### config.mk
export PLATFORM = sky130hd
export DESIGN_NAME = ag_video_timing
export DESIGN_NICKNAME = d
export VERILOG_FILES = /design/src/rtl/ag_video_pkg.sv /design/src/rtl/ag_sync_counter.sv /design/src/rtl/ag_video_timing.sv
export SDC_FILE = /design/constraint.sdc
export NUM_CORES = 1
export LEC_CHECK = 0
export ABC_AREA = 1
export BUFFER_PORTS_ARGS = -buffer_cell sky130_fd_sc_hd__buf_2
export CORE_MARGIN = 4
export CORE_UTILIZATION = 35
export DETAILED_ROUTE_END_ITERATION = 16
export GPL_TIMING_DRIVEN = 0
export SYNTH_ARGS = -nofsm -noshare
export SYNTH_HDL_FRONTEND = slang
export SYNTH_SLANG_ARGS = --single-unit
### constraint.sdc
create_clock -name clk25 -period 1.3 [get_ports clk25]
set_input_delay 0.065 -clock clk25 [delete_from_list [all_inputs] [get_ports clk25]]
set_output_delay 0.065 -clock clk25 [all_outputs]
set_load 0.005 [all_outputs]
### src/rtl/ag_video_pkg.sv
// Shared timing constants for the Agat VGA raster path (640x480@60 defaults).
package ag_video_pkg;

  localparam int DEF_H_VISIBLE    = 640;
  localparam int DEF_H_FRONT      = 16;
  localparam int DEF_H_SYNC       = 96;
  localparam int DEF_H_BACK       = 48;
  localparam int DEF_V_VISIBLE    = 480;
  localparam int DEF_V_FRONT      = 10;
  localparam int DEF_V_SYNC       = 2;
  localparam int DEF_V_BACK       = 33;
  localparam int DEF_FLASH_FRAMES = 12;

  localparam int H_TOTAL  = DEF_H_VISIBLE + DEF_H_FRONT + DEF_H_SYNC + DEF_H_BACK;
  localparam int V_TOTAL  = DEF_V_VISIBLE + DEF_V_FRONT + DEF_V_SYNC + DEF_V_BACK;
  localparam int HS_START = DEF_H_VISIBLE + DEF_H_FRONT;
  localparam int HS_END   = HS_START + DEF_H_SYNC;
  localparam int VS_START = DEF_V_VISIBLE + DEF_V_FRONT;
  localparam int VS_END   = VS_START + DEF_V_SYNC;

  localparam int HPOS_W = 10;
  localparam int VPOS_W = 9;

  function automatic bit timing_legal(input int h_total, input int v_total,
                                      input int v_visible, input int flash_frames);
    return (h_total <= 1024) && (v_total <= 1024) && (v_visible <= 512) &&
           (flash_frames >= 1) && (flash_frames <= 16);
  endfunction

endpackage

### src/rtl/ag_sync_counter.sv
// Wrapping up-counter 0..MAX with a terminal-count flag; advances only when en is high.
module ag_sync_counter #(
  parameter int W   = 10,
  parameter int MAX = 799
) (
  input  logic         clk,
  input  logic         rst_n,
  input  logic         en,
  output logic [W-1:0] cnt,
  output logic         tc
);

  localparam logic [W-1:0] LAST = MAX[W-1:0];

  assign tc = (cnt == LAST);

  always_ff @(posedge clk) begin
    if (!rst_n) begin
      cnt <= '0;
    end else if (en) begin
      cnt <= tc ? '0 : cnt + 1'b1;
    end
  end

endmodule

### src/rtl/ag_video_timing.sv
// VGA raster timing for the Agat video path: syncs, visible window, positions,
// line/frame strobes and the text flash phase, all registered off the raster counters.
module ag_video_timing
  import ag_video_pkg::*;
#(
  parameter int H_VISIBLE    = DEF_H_VISIBLE,
  parameter int H_FRONT      = DEF_H_FRONT,
  parameter int H_SYNC       = DEF_H_SYNC,
  parameter int H_BACK       = DEF_H_BACK,
  parameter int V_VISIBLE    = DEF_V_VISIBLE,
  parameter int V_FRONT      = DEF_V_FRONT,
  parameter int V_SYNC       = DEF_V_SYNC,
  parameter int V_BACK       = DEF_V_BACK,
  parameter bit HS_ACTIVE    = 1'b0,
  parameter bit VS_ACTIVE    = 1'b0,
  parameter int FLASH_FRAMES = DEF_FLASH_FRAMES
) (
  input  logic              clk25,
  input  logic              rst_n,
  output logic              hsync,
  output logic              vsync,
  output logic              video_on,
  output logic [HPOS_W-1:0] hpos,
  output logic [VPOS_W-1:0] vpos,
  output logic              line_start,
  output logic              frame_start,
  output logic              flash
);

  localparam int LINE_LEN    = H_VISIBLE + H_FRONT + H_SYNC + H_BACK;
  localparam int FRAME_LINES = V_VISIBLE + V_FRONT + V_SYNC + V_BACK;
  localparam int HSYNC_ON    = H_VISIBLE + H_FRONT;
  localparam int HSYNC_OFF   = HSYNC_ON + H_SYNC;
  localparam int VSYNC_ON    = V_VISIBLE + V_FRONT;
  localparam int VSYNC_OFF   = VSYNC_ON + V_SYNC;
  localparam logic [3:0] FC_RELOAD = 4'(FLASH_FRAMES - 1);

  if (!timing_legal(LINE_LEN, FRAME_LINES, V_VISIBLE, FLASH_FRAMES)) begin : g_bad_timing
    $error("ag_video_timing: illegal timing parameters");
  end

  logic [9:0] h_cnt;
  logic [9:0] v_cnt;
  logic       h_tc;
  logic       v_tc;
  logic       unused_frame_tc;
  logic [3:0] fc;

  ag_sync_counter #(.W(10), .MAX(LINE_LEN - 1)) u_hcnt (
    .clk   (clk25),
    .rst_n (rst_n),
    .en    (1'b1),
    .cnt   (h_cnt),
    .tc    (h_tc)
  );

  ag_sync_counter #(.W(10), .MAX(FRAME_LINES - 1)) u_vcnt (
    .clk   (clk25),
    .rst_n (rst_n),
    .en    (h_tc),
    .cnt   (v_cnt),
    .tc    (v_tc)
  );

  assign unused_frame_tc = v_tc;

  logic in_hs;
  logic in_vs;
  logic vis;
  logic sol;
  logic sof;

  assign in_hs = (int'(h_cnt) >= HSYNC_ON) && (int'(h_cnt) < HSYNC_OFF);
  assign in_vs = (int'(v_cnt) >= VSYNC_ON) && (int'(v_cnt) < VSYNC_OFF);
  assign vis   = (int'(h_cnt) < H_VISIBLE) && (int'(v_cnt) < V_VISIBLE);
  assign sol   = (h_cnt == '0);
  assign sof   = sol && (v_cnt == '0);

  // Decode stage: every output is a registered view of the current counter position.
  always_ff @(posedge clk25) begin
    if (!rst_n) begin
      hsync       <= ~HS_ACTIVE;
      vsync       <= ~VS_ACTIVE;
      video_on    <= 1'b0;
      hpos        <= '0;
      vpos        <= '0;
      line_start  <= 1'b0;
      frame_start <= 1'b0;
      flash       <= 1'b0;
      fc          <= '0;
    end else begin
      hsync       <= in_hs ? HS_ACTIVE : ~HS_ACTIVE;
      vsync       <= in_vs ? VS_ACTIVE : ~VS_ACTIVE;
      video_on    <= vis;
      hpos        <= vis ? h_cnt : '0;
      vpos        <= vis ? v_cnt[VPOS_W-1:0] : '0;
      line_start  <= sol;
      frame_start <= sof;
      // fc starts at 0 so the first frame after reset flips the phase at once.
      if (sof) begin
        if (fc == '0) begin
          fc    <= FC_RELOAD;
          flash <= ~flash;
        end else begin
          fc <= fc - 1'b1;
        end
      end
    end
  end

endmodule

After elaboration in Yosys (flattened, before gate mapping)

Cells that the tools add are included.

Register bits: 49
Bits in latches: 0
Memory bits (writable): 0
Bits in read-only memories: 0
Input bits: 2
Output and inout bits: 25
Word-level logic and storage cells: 38
Memories kept: 0

$add $sub $neg: 3
Multiply operators: 0
Divide/modulo/power cells: 0
Magnitude comparators: 6
Equal/unequal tests: 2
Shifts and indexed selects: 0
Muxes and demuxes: 4
Bitwise gates (word level): 2
Reductions and logical operators: 10

Operators with widths:

| cell                    | count |
|---|---|
| $add A10 B1 Y10 const B | 2 |
| $eq A10 B10 Y1 const B  | 2 |
| $logic_not A10 Y1       | 2 |
| $lt A10 B10 Y1 const B  | 2 |
| $lt A10 B9 Y1 const B   | 2 |
| $ge A10 B10 Y1 const B  | 1 |
| $ge A10 B9 Y1 const B   | 1 |
| $mux W10                | 1 |
| $logic_and A1 B1 Y1     | 4 |
| $logic_not A4 Y1        | 1 |
| $mux W4                 | 1 |
| $reduce_and A2 Y1       | 2 |
| $sub A4 B1 Y4 const B   | 1 |
| $mux W1                 | 2 |
| $not A1 Y1              | 2 |
| $reduce_or A2 Y1        | 1 |

Depth between registers and ports, before layout

Gate-level depths: netlist (run 1).

Word-level depth: 3
Mapped depth: 10
Gate-level depth less buffers: 10

Hierarchy

Synthesis (run 1) repeated with hierarchy kept, for this count alone.

Cell total of the unflattened synthesis: 274
Area, all modules: 2144.6 um2

By module, submodules not included:

| module                   | instances | cells each | area each (um2) | sequential area each (um2) |
|---|---|---|---|---|
| ag_video_timing          | 1         | 134        | 1106.1          | 580.6 |
| ag_sync_counter (u_vcnt) | 1         | 72         | 520.5           | 200.2 |
| ag_sync_counter (u_hcnt) | 1         | 68         | 518.0           | 200.2 |

Least setup slack after synthesis (run 1)

OpenSTA, ideal clock, no wires.

Path type: register to register
From: register u_vcnt.cnt[0]
To: register fc[2]
Setup time: 0.116 ns
Arrival: 1.245 ns
Required time: 1.184 ns
Path slack: -0.060 ns
Cell stages (with the launch flop): 10
Buffers on the path: 0
Period minus slack after synthesis: 1.360 ns
Cells stage by stage: dfxtp_1 inv_1 ha_1 inv_1 nor2_1 nand3_1 nor2_1 nand3_1 o21ai_0 nor2_1

Longest elaborated chain between the ends: 2

Ends and longest elaborated chain:

| what                   | RTL line               | text |
|---|---|---|
| start, declared        | ag_sync_counter.sv:9   | `output logic [W-1:0] cnt,` |
| start signal, assigned | ag_sync_counter.sv:21  | `cnt <= tc ? '0 : cnt + 1'b1;` |
| $logic_not A10 Y1      | ag_video_timing.sv:77  | `assign sof = sol && (v_cnt == '0);` |
| $logic_and A1 B1 Y1    | ag_video_timing.sv:77  |  |
| end signal, assigned   | ag_video_timing.sv:105 | `fc <= fc - 1'b1;` |
| end, declared          | ag_video_timing.sv:47  | `logic [3:0] fc;` |

No other way between the ends.
A chain may end at the register's enable or synchronous reset.

Final worst setup path (run 1)

From: register u_hcnt.cnt[0]
To: register u_vcnt.cnt[9]

Longest elaborated chain between the ends: 1

Ends and longest elaborated chain:

| what                   | RTL line              | text |
|---|---|---|
| start, declared        | ag_sync_counter.sv:9  |  |
| start signal, assigned | ag_sync_counter.sv:21 |  |
| $eq A10 B10 Y1         | ag_sync_counter.sv:15 | `assign tc = (cnt == LAST);` |

No other way between the ends.

==> results of run 1 <==
## synth_stat cells
cell type  instances
a21oi_1           10
or2_2              1
or3_1              1
o22ai_1            2
nor4_1             1
nand4_2            1
nand3b_1           1
nand2_2            3
inv_1             40
and3_1             1
buf_6              1
a31oi_1            1
nand4_1            7
nand3_1           20
xor2_1             2
ha_1               6
o21ai_0            8
inv_2              1
dfxtp_1           49
nand2_1           43
nor3_1             3
a2111o_1           1
o21ai_1            1
nor2_2             6
buf_2              3
nand2_4            1
nor2_1            55
nor3_2             2
## layout make-up
cell class	count	area, um^2	share of cell area [%]
Timing Repair Buffer	43	292	10.5
Buffer	4	38.8	1.40
Tap cell	72	90.1	3.24
Clock buffer	5	68.8	2.48
Inverter	41	161	5.81
Clock inverter	2	35.0	1.26
Sequential cell	49	1010	36.4
Multi-Input combinational cell	177	1080	38.9
## logic make-up (layout without fill, tap and decap cells)
| family | Yosys count | count (layout) | share of synthesized area, % |
|---|---|---|---|
| DFF | 49 | 49 | 48.1 |
| and+or+nand+nor | 146 | 146 | 32.4 |
| xor gates and xnor gates | 2 | 2 | 0.860 |
| buffers and inverters | 45 | 95 | 8.84 |
| AOI/OAI and AO/OA | 23 | 23 | 6.14 |
| adders and majority gates | 6 | 6 | 3.68 |
## registers in the layout, summed over array words and instances, names as in the netlist, 4 cells and up
signal / cells
hpos: 10
u_hcnt.cnt: 10
u_vcnt.cnt: 10
vpos: 9
fc: 4
## placed cells by master (no fill, tap or decap), types with 3 or more instances in the layout
master     n
a21oi_1    9
buf_2     26
buf_4     12
buf_6      8
clkbuf_8   5
dfxtp_1   35
dfxtp_2    9
dfxtp_4    5
ha_4       4
inv_1     33
inv_2      5
inv_4      3
nand2_1   39
nand2_2    5
nand3_1   13
nand3_2    7
nand4_1    7
nor2_1    46
nor2_2    11
nor2_4     4
nor3_2     3
o21ai_1    3
o21ai_2    4
## routing by layer
metal / track usage (%) / up-vias / part of all wire [%]
met5: 0 / - / 0
met4: 3.95 / 0 / 1.0
met3: 4.61 / 6 / 4.5
met2: 23.0 / 38 / 50
met1: 16.7 / 873 / 45
li1: - / 951 / -
## power by group
group	leakage, nW	internal (W)	switching [W]
Sequential	0.406	0.00155	0.0000303
Clock	0.0540	0.000560	0.000510
Combinational	0.813	0.000156	0.000214
## metrics by stage
step / worst slack (ps) / area (um^2) / util, % / cells / total power, W
4_1_cts: -26.2 / 2560 / 45.9 / 384 / 0.00299
5_1_grt: -154 / 2780 / 49.9 / 393 / 0.00319
2_1_floorplan: 3.16 / 2050 / - / 271 / 0.00183
3_5_place_dp: -213 / 2260 / 40.6 / 368 / 0.00190
3_3_place_gp: -201 / 2260 / 40.6 / 368 / 0.00189
6_report: -30.1 / 2780 / 49.9 / 393 / 0.00302
## tightest hold or removal path: stages
cell	delay [ps]
buf_2	200
o21ai_2	80
nor2_1	40
## what timing repair did
item | CTS | global route
pin swaps | 13 | 13
hold buffers | 0 | 0
resized for setup | 39 | 47
cloned | 1 | 2
buffers inserted | 8 | 7
endpoints found under the setup margin | 38 | 44
## final timing paths
path                                end                      from  slack, ps  cells past startpoint
max reg2reg  u_vcnt.cnt[9]$_SDFFE_PN0N_  u_hcnt.cnt[0]$_SDFF_PP0_        -30                      7
min reg2reg    u_hcnt.cnt[0]$_SDFF_PP0_  u_hcnt.cnt[0]$_SDFF_PP0_        450                      1
max          u_vcnt.cnt[9]$_SDFFE_PN0N_  u_hcnt.cnt[0]$_SDFF_PP0_        -30                      7
min                  fc[2]$_SDFFE_PN0P_                     rst_n        120                      3
==> run metrics, run 1 <==
FF+latch count, synth 49; WL/cell 12.2 um; Routed WL 4790 um; slew margin rel. 77.9%; Worst-path clk slew 90 ps; first-pass GRT wire length 7940 um; crit-path max cell delay 380 ps; GRT overflow 0; DR DRC count 0; CTS tree done; post-synth cell types 28; Hold/Removal Path Class input port to register; IO buf count 25; Die Area 7110 um^2; number of global-route vias before repair 1796; CP Launch Type register; Synth area leader dfxtp_1; post-route ant nets 0; Worst VDD drop 0.000533 V; final hold slack 115 ps; CP dominant cell by count nor2_1; clock root cell clkbuf_8; Final Slew Violations 0; Synth area leaders dfxtp_1, nor2_1, nand2_1; Area growth, synth to finish 36.3%; Max Buffers Root-to-Sink 2; CP bufs+invs 1; power per standard cell area 1090 nW/um^2; H-tree Lvls 2; drt first pass iters 4; proportion of layout cells with a drive suffix above 1 38.3%; GP Congestion 0.807; fillers 545; clk sink count 49; Req. time, crit path 1510 ps; TNS Setup -148 ps; io pins 27; Tcrit/Tclk final 102%; Die Wd 84.3 um; syn_area_per_cell 7.52 um^2; register area share after synthesis 48.1%; f_max 0.752 GHz; Num CTS Buffers 5; Vias/cell 4.75; critical path class register to register; Clock Latency Late Sink 300 ps; DR iter-0 viols 178; largest net degree at the start of global routing 15; critical path's slowest cell dfxtp_4; post-detail-place hpwl 3090 um; syn_nets 279; CP Max Fanout 5; # setup viols final 8; synth warn 0; leakage 1.27 nW; critical path cell sequence ha_4, nand4_1, nor2_4, buf_6, nand4_2, nor2_1, nor2_1; RSZ-0062 raised after global routing true; antenna violations before repair 0; final net count 329; Mapped Cells 271; endpoints failing hold 0; failing checks negative setup slack; final worst slack -30.1 ps; CP arrival 1540 ps; Layout Skew 3.91 ps; core area 5570 um^2; row count 27; share of the synthesized area in the top cell type 48.1%; Die Ht 84.3 um; via count 1868; endpoint class of the critical path register; gr usage total 13.7%; run status complete, but fails checks; Period minus WS final 1330 ps; MaxCap Viol Count 0; Ant. Diodes 0; Worst-Margin Slew 329 ps; delay-heaviest family, CP simple AND/OR/NAND/NOR gates; Post-Syn Area 2040 um^2; initial core utilization 36.6%
Note: power is estimated with default switching activity, not from simulation.
==> inputs of run 2 (changes only) <==
Settings changed: MAX_ROUTING_LAYER set to met4.
==> run 2 against run 1 <==
Against the previous run:
- the flow still finishes with violations (negative setup slack)
- sequential cell count unchanged
- sequential share of layout area unchanged
- fmax increased by 0.19%
- worst setup slack improved by 2.6 ps
- total power about the same
- register-to-register slack about the same
- sequential power about the same
- critical path depth unchanged
- combinational power about the same
- first-iteration DRC count increased by 1.1%
==> run metrics, run 2 (same netlist as run 1, synthesis figures left out) <==
CP Launch Type register; Area growth, synth to finish 36.3% (unchanged); Clock Power Share 35.5% (about the same); worst r2r src u_hcnt.cnt[0]$_SDFF_PP0_; first-pass GRT wire length 7930 um (about the same); DR DRC count 0 (unchanged); Max Buffers Root-to-Sink 2 (unchanged); commonest non-fill, non-tap cell in the layout nor2_1; endpoints failing hold 0 (unchanged); gr usage total 14.1% (+0.41 points); worst slack, placed -213 ps (unchanged); most frequent cells in the layout nor2_1, nand2_1, dfxtp_1; Register-to-Register Path Depth 7 (unchanged); hold depth 3 (unchanged); io pins 27 (unchanged); drt first pass iters 4 (unchanged); Final Cell Area 2780 um^2 (unchanged); clk sink count 49 (unchanged); final worst slack -27.6 ps (+2.57 ps); Tcrit/Tclk final 102% (-0.20 points); multi-input logic area 1080 um^2 (unchanged); H-tree Lvls 2 (unchanged); Req. time, crit path 1510 ps (about the same); Worst-Margin Slew 329 ps (unchanged); cts hold-fix bufs 0 (unchanged); Ant. Diodes 0 (unchanged); Hold/Removal Path Class input port to register; number of global-route vias before repair 1797 (+0.056%); slew margin rel. 77.9% (unchanged); antenna violations before repair 0 (unchanged); DP Cell Count 368 (unchanged); post-route insts no fill 393 (unchanged); Comb power frac 12.3% (about the same); HP Start rst_n; failing checks negative setup slack; fillers 545 (unchanged); DR iter-0 viols 180 (+1.1%); run status complete, but fails checks; endpoint class of the critical path register; Num CTS Buffers 5 (unchanged); CP Max Fanout 5 (unchanged); post-route ant nets 0 (unchanged); critical path class register to register; RSZ-0062 raised after global routing true; WHS Endpoint fc[2]$_SDFFE_PN0P_; # setup viols final 8 (unchanged); Period minus WS final 1330 ps (-2.57 ps); f_max 0.753 GHz (+0.19%); Pint 0.00226 W (about the same); WL/cell 12.2 um (-0.13%); final hold slack 115 ps (-0.671 ps); RR Endpoint u_vcnt.cnt[9]$_SDFFE_PN0N_; post-detail-place hpwl 3090 um (unchanged); switching power of the nets 0.000754 W (about the same); final net count 329 (unchanged); Die Area 7110 um^2 (unchanged); Worst VDD drop 0.000533 V (about the same); Vias/cell 4.74 (-0.21%); sequential cell area 1010 um^2 (unchanged); initial core utilization 36.6% (unchanged); proportion of layout cells with a drive suffix above 1 38.3% (unchanged); Die Wd 84.3 um (unchanged); Layout Skew 2.82 ps (-1.09 ps); core area 5570 um^2 (unchanged); Net Sw Frac 25.0% (about the same); Routed WL 4790 um (-0.13%); CP arrival 1540 ps (about the same); Reg2Reg Setup Slack -30 ps (about the same); Worst-path clk slew 90 ps (about the same); power per standard cell area 1090 nW/um^2 (about the same); largest net degree at the start of global routing 15 (unchanged); via count 1864 (-0.21%); clock root cell clkbuf_8; leakage 1.27 nW (unchanged); biggest regs hpos x10, u_hcnt.cnt x10, u_vcnt.cnt x10; Die Ht 84.3 um (unchanged); CTS tree done; GP Congestion 0.819 (+1.4%); DP Area 2260 um^2 (unchanged); IO buf count 25 (unchanged); Final Slew Violations 0 (unchanged); GRT overflow 0 (unchanged); Seq pwr share 52.3% (about the same); Clock Latency Late Sink 300 ps (about the same); row count 27 (unchanged); MaxCap Viol Count 0 (unchanged)
[run 2: cell counts in the layout (fill, tap and decap cells not counted)]
Identical to the previous run, type by type.
[run 2: metrics by stage]
step / total power [W] / util, % / setup TNS, ps
after floorplan: 0.00183 / - / 0
after global placement: 0.00189 / 40.6 / -4580
after detailed placement: 0.00190 / 40.6 / -4630
after CTS: 0.00299 / 45.9 / -103
after global routing: 0.00319 / 49.9 / -2000
final: 0.00302 / 49.9 / -129
[run 2: how the worst max path moves through the flow]
stage	startpoint	cells after the start	endpoint	slack, ps
final	u_hcnt.cnt[0]$_SDFF_PP0_	7	u_vcnt.cnt[9]$_SDFFE_PN0N_	-30
after global routing	u_hcnt.cnt[0]$_SDFF_PP0_	7	u_vcnt.cnt[4]$_SDFFE_PN0N_	-150
after CTS	u_hcnt.cnt[0]$_SDFF_PP0_	7	u_vcnt.cnt[5]$_SDFFE_PN0N_	-30
after detailed placement	u_hcnt.cnt[1]$_SDFF_PP0_	7	u_vcnt.cnt[7]$_SDFFE_PN0N_	-210
after global placement	u_hcnt.cnt[1]$_SDFF_PP0_	7	u_vcnt.cnt[7]$_SDFFE_PN0N_	-200
after floorplan	u_hcnt.cnt[1]$_SDFF_PP0_	7	u_vcnt.cnt[7]$_SDFFE_PN0N_	3
[run 2: layer usage]
| layer | share of wire [%] | up-vias | wire length (um) | track usage (%) |
|---|---|---|---|---|
| li1 | - | 950 | - | - |
| met1 | 45 | 870 | 2140 | 16.7 |
| met2 | 50 | 40 | 2380 | 23.0 |
| met3 | 4.7 | 4 | 226 | 4.61 |
| met4 | 0.96 | 0 | 46 | 3.95 |
| met5 | 0 | - | 0 | - |
[run 2: final cells by class]
type,instances,share of cell area [%]
multi-input cells,177,38.9
repair buffers,43,10.5
plain buffers,4,1.40
well taps,72,3.24
clock buffers,5,2.48
clock inverters,2,1.26
flip-flops and latches,49,36.4
inverters,41,5.81
[run 2: power by group through the flow]
stage | Clock (W) | Sequential (W) | Combinational (W)
floorplan | 0 | 0.00162 | 0.000217
global placement | 0 | 0.00161 | 0.000280
detailed placement | 0 | 0.00162 | 0.000288
CTS | 0.00110 | 0.00158 | 0.000316
global route | 0.00116 | 0.00159 | 0.000438
finish | 0.00107 | 0.00158 | 0.000370
[run 2: timing repair]
action | 4_1_cts | 5_1_grt
gates resized for setup | 39 | 47
setup buffers | 8 | 7
setup endpoints to repair | 38 | 44
pin swaps | 13 | 13
cloned | 1 | 2
hold endpoints to repair | 0 | 0
[run 2: critical path, stage by stage, from the launching register on]
cell     delay (ps)
dfxtp_4         380
ha_4            150
nand4_1         150
nor2_4          160
buf_6           150
nand4_2          80
nor2_1          110
nor2_1           50
